`src/rtl/fp_normalize.sv`:
```
// fp_normalize: two-stage post-add normalizer packing an IEEE-754 single with zero/ovf/unf flags
module fp_normalize (
  input  logic        clk,
  input  logic        rst_n,
  input  logic        in_valid,
  output logic        in_ready,
  input  logic        in_sign,
  input  logic [7:0]  in_exp,
  input  logic [24:0] in_mant,
  output logic        out_valid,
  input  logic        out_ready,
  output logic [31:0] out_result,
  output logic        out_zero,
  output logic        out_ovf,
  output logic        out_unf
);
  logic        s1_valid, s1_sign;
  logic [7:0]  s1_exp;
  logic [24:0] s1_mant;
  logic [4:0]  s1_lz, lz;
  logic        s2_free, s1_adv, accept;
  logic        is_zero, is_inf, is_unf;
  logic [8:0]  e_inc, e_dec;
  logic [22:0] shl;
  logic [31:0] res;
  assign s2_free  = !out_valid || out_ready;
  assign s1_adv   = s1_valid && s2_free;
  assign in_ready = rst_n && (!s1_valid || s2_free);
  assign accept   = in_valid && in_ready;
  // last hit from the LSB upward is the highest set bit
  always_comb begin
    lz = 5'd24;
    for (int i = 0; i < 24; i++)
      if (in_mant[i]) lz = 5'(23 - i);
  end
  always_comb begin
    e_inc   = {1'b0, s1_exp} + 9'd1;
    e_dec   = {1'b0, s1_exp} - {4'b0, s1_lz};
    shl     = 23'(s1_mant[23:0] << s1_lz);
    is_zero = s1_mant == 25'd0;
    is_inf  = !is_zero && (s1_exp == 8'hff || (s1_mant[24] && e_inc == 9'd255));
    is_unf  = !is_zero && !is_inf && !s1_mant[24] && ({1'b0, s1_exp} <= {4'b0, s1_lz});
    res     = (is_zero || is_unf) ? {s1_sign, 31'b0} :
              is_inf              ? {s1_sign, 8'hff, 23'b0} :
              s1_mant[24]         ? {s1_sign, e_inc[7:0], s1_mant[23:1]} :
                                    {s1_sign, e_dec[7:0], shl};
  end
  always_ff @(posedge clk) begin
    if (!rst_n) begin
      s1_valid <= 1'b0;
    end else if (accept) begin
      s1_valid <= 1'b1;
      s1_sign  <= in_sign;
      s1_exp   <= in_exp;
      s1_mant  <= in_mant;
      s1_lz    <= lz;
    end else if (s1_adv) begin
      s1_valid <= 1'b0;
    end
  end
  always_ff @(posedge clk) begin
    if (!rst_n) begin
      out_valid  <= 1'b0;
      out_result <= 32'h0;
      out_zero   <= 1'b0;
      out_ovf    <= 1'b0;
      out_unf    <= 1'b0;
    end else if (s1_adv) begin
      out_valid  <= 1'b1;
      out_result <= res;
      out_zero   <= is_zero;
      out_ovf    <= is_inf;
      out_unf    <= is_unf;
    end else if (out_ready) begin
      out_valid  <= 1'b0;
    end
  end
endmodule

```
`config.mk`:
```
export PLATFORM = sky130hd
export DESIGN_NAME = fp_normalize
export DESIGN_NICKNAME = d
export VERILOG_FILES = /design/src/rtl/fp_normalize.sv
export SDC_FILE = /design/constraint.sdc
export NUM_CORES = 1
export LEC_CHECK = 0
export CAP_MARGIN = 20
export CORE_ASPECT_RATIO = 1.2
export CORE_UTILIZATION = 30
export DETAILED_ROUTE_END_ITERATION = 8
export MAX_ROUTING_LAYER = met4
export PLACE_DENSITY = 0.5
export REMOVE_ABC_BUFFERS = 1
export SYNTH_ARGS = -nofsm -noshare
export SYNTH_HDL_FRONTEND = slang
export SYNTH_SLANG_ARGS = --single-unit
```
`constraint.sdc`:
```
create_clock -name clk -period 5.5 [get_ports clk]
set_input_delay 1.375 -clock clk [delete_from_list [all_inputs] [get_ports clk]]
set_output_delay 1.375 -clock clk [all_outputs]
set_load 0.03 [all_outputs]
```
==> run metrics <==
Post-Route WL=about 13000 um; number of synthesized register bits=76; remaining global-route overflow=0; count of final hold-check violations=0; routability cong.=just over 0.9; power per cell area=255 nW/um^2; CTS tree=built; pin count of the biggest net entering global routing=between 40 and 50; CP Data Arrival Time=roughly 3000 ps; nets=roughly 580; area of placed instances=between 5000 and 6000 um^2; RSZ-0062 raised after global routing=false; Hold Path Class=register to register; cell-internal power=0.00108 W; Die W=114 um; reg2reg setup slack=roughly 1600 ps; P&R area growth vs syn=25.9%; Reg clk slew, reported paths=50 ps; dpl ws=1110 ps; P_leak=1.98 nW; post-CTS resize count=0; Worst setup EP type=output port; fill count=1464; r2r endpoint=out_result[13]; DRT iter0 DRCs=about 270; period utilization=between 70% and 80%; register share of total power=44.7%; final setup vio count=0; Root Driver=clkbuf_16; CP Max Fanout=22; crit path kind=input port to output port; Hold Startpoint=out_result[27]; CP startpoint kind=input port; Die Y=roughly 140 um; CTS Hold Bufs=0; r2r startpoint=s1_lz[2]; status=complete, no violations; post-CTS setup buffers=0; I/O pins=75; minimum clock period=4380 ps; maximum clock path buffer count=2; HPWL Detailed=about 9600 um; Final TNS setup=0 ps; cell area after synthesis=4520 um^2; ANT cells=0; Tot GR Track Use=between 15 and 20%; Slew HR=between 30% and 40%; Comb pwr share=around 16%; sequential area share after synthesis=a little over two fifths; Hold EP=out_result[27]; Achievable Freq=between 0.2 and 0.25 GHz; cell count after synthesis=around 470; clk_skew=9.04 ps; number of global-route vias before repair=around 3700; PnR worst setup slack=1120 ps; Reg2Reg Depth=8; Worst-Skew Late Latency=roughly 340 ps; ys flop type=edfxtp_1; via count=3946; IO Port Bufs=74; synth warn=0; drt pass-1 iters=5; Slew @ Worst Pin=a little over 900 ps; Post-synth EDFFs=39; Core Util, Final=between 30% and 40%; count of final max-slew check failures=0; CTS buffer count=9; Max Cap Viol=0; Worst EP required=~4100 ps; H-tree depth=3; hold depth=2; initial antenna violation count=0; antenna viol nets, final=0; Switch Pwr=~0.00037 W; Starting Density=between 30% and 40%; Non-Filler Cell Area, Final=5690 um^2; switching share of total power=around a quarter; proportion of power drawn by the clock network=39.6%; fraction of registers with async set/reset=0%; final routed DRC violation total=0; # rows=48; first-pass GRT wire length=~20000 um; wire per inst=roughly 17 um; Core ar.=approximately 15000 um^2; Max IR drop VDD=roughly 130 uV; vias per inst=between 5 and 6; Clock Sinks=76; Die Area=approximately 16000 um^2; Avg Inst Size Synth=9.59 um^2; share of cells above drive strength 1=under 10%; library cells used by synthesis=69
-- cell usage after synthesis (2+ instances only) --
master / number / area, um^2
a2111oi_0: 2 / 17.5
a211oi_1: 7 / 52.6
a21boi_0: 7 / 52.6
a21oi_1: 21 / 105
a221oi_1: 3 / 26.3
a22oi_1: 10 / 75.1
a31oi_1: 3 / 18.8
a32oi_1: 2 / 17.5
and2_1: 6 / 37.5
buf_2: 10 / 50.1
clkbuf_1: 11 / 41.3
clkbuf_2: 2 / 10.0
clkinv_1: 2 / 7.51
dfxtp_1: 37 / 741
edfxtp_1: 39 / 1170
ha_1: 7 / 87.6
inv_1: 9 / 33.8
mux2_2: 17 / 191
mux2_4: 2 / 30.0
mux2i_1: 22 / 220
mux4_2: 5 / 113
nand2_1: 53 / 199
nand2b_1: 7 / 43.8
nand3_1: 7 / 35.0
nand4_1: 5 / 31.3
nor2_1: 42 / 158
nor2b_1: 12 / 75.1
nor3_1: 10 / 50.1
nor4_1: 13 / 81.3
o211ai_1: 5 / 37.5
o21a_1: 3 / 22.5
o21ai_0: 32 / 160
o22ai_1: 4 / 25.0
o311ai_0: 2 / 17.5
o31a_1: 2 / 17.5
o31ai_1: 10 / 75.1
or3_1: 3 / 18.8
xnor2_1: 3 / 26.3
xor2_1: 4 / 35.0
-- power by group through the flow --
stage / sequential (W) / clock (W) / combinational (W)
floorplan: 0.000679 / 0 / 0.000106
global placement: 0.000660 / 0 / 0.000226
detailed placement: 0.000660 / 0 / 0.000227
CTS: 0.000648 / 0.000588 / 0.000228
global route: 0.000651 / 0.000611 / 0.000245
finish: 0.000648 / 0.000573 / 0.000227
-- registers in the layout, summed over array words and instances (netlist names), 5 cells and up --
signal,count
out_result,32
s1_exp,8
s1_lz,5
s1_mant,25
-- kinds of logic (layout without fill, tap and decap cells) --
group | after synthesis | in the layout | synth area share, %
buf+inv | 38 | 105 | 4.02
fa+ha+maj | 8 | 8 | 2.38
mux | 48 | 48 | 13.2
xor+xnor | 7 | 7 | 1.36
flops | 76 | 76 | 42.3
simple gates | 167 | 167 | 18.0
compound gates | 127 | 127 | 18.8
-- critical path: stages --
cell and delay, ps:
clkdlybuf4s50_1 450, buf_4 220, a21boi_0 240, clkdlybuf4s50_1 710
-- per-stage QoR --
stage          instances  power [W]  hold WS [ps]
3_5_place_dp         722   0.000888           443
6_report             738    0.00145           448
2_1_floorplan        445   0.000785           496
4_1_cts              738    0.00146           456
5_1_grt              738    0.00151           479
3_3_place_gp         722   0.000887           434
-- area by class of cell --
class / instances / area [um^2] / area share (%)
multi-input combinational: 357 / 2430 / 42.6
sequential: 76 / 1910 / 33.6
timing repair buffer: 77 / 763 / 13.4
clock buffer: 15 / 289 / 5.08
tap: 200 / 250 / 4.40
inverter: 12 / 45.0 / 0.792
clock inverter: 1 / 5.00 / 0.0880
-- cell usage in the layout (no fill, tap or decap), drive strengths merged, types with 10 or more instances in the layout --
cell / synthesis / final
nor4: 14 / 14
nor2b: 12 / 12
inv: 10 / 10
nor2: 42 / 42
nor3: 10 / 10
a22oi: 10 / 10
dfxtp: 37 / 37
a21oi: 22 / 22
clkdlybuf4s50: 0 / 74
mux2i: 23 / 23
mux2: 19 / 19
clkbuf: 13 / 15
nand2: 53 / 53
edfxtp: 39 / 39
o31ai: 11 / 11
o21ai: 33 / 33
-- layer usage --
| layer | routed length (um) | share of wire, % | global-route usage, % |
|---|---|---|---|
| met3 | 462 | 3.6 | 2.99 |
| met5 | 0 | 0 | - |
| met4 | 439 | 3.4 | 8.66 |
| met2 | 6430 | 50 | 28.7 |
| met1 | 5510 | 43 | 20.5 |
-- worst max-delay path by stage --
stage	from	endpoint	slack (ps)	cells after the start
finish	rst_n	in_ready	1120	4
global route	rst_n	in_ready	1040	4
CTS	rst_n	in_ready	1110	4
detailed placement	rst_n	in_ready	1110	4
global placement	rst_n	in_ready	1120	4
floorplan	out_ready	s1_exp[0]	1820	3
Power figures use the tool's default switching activity.
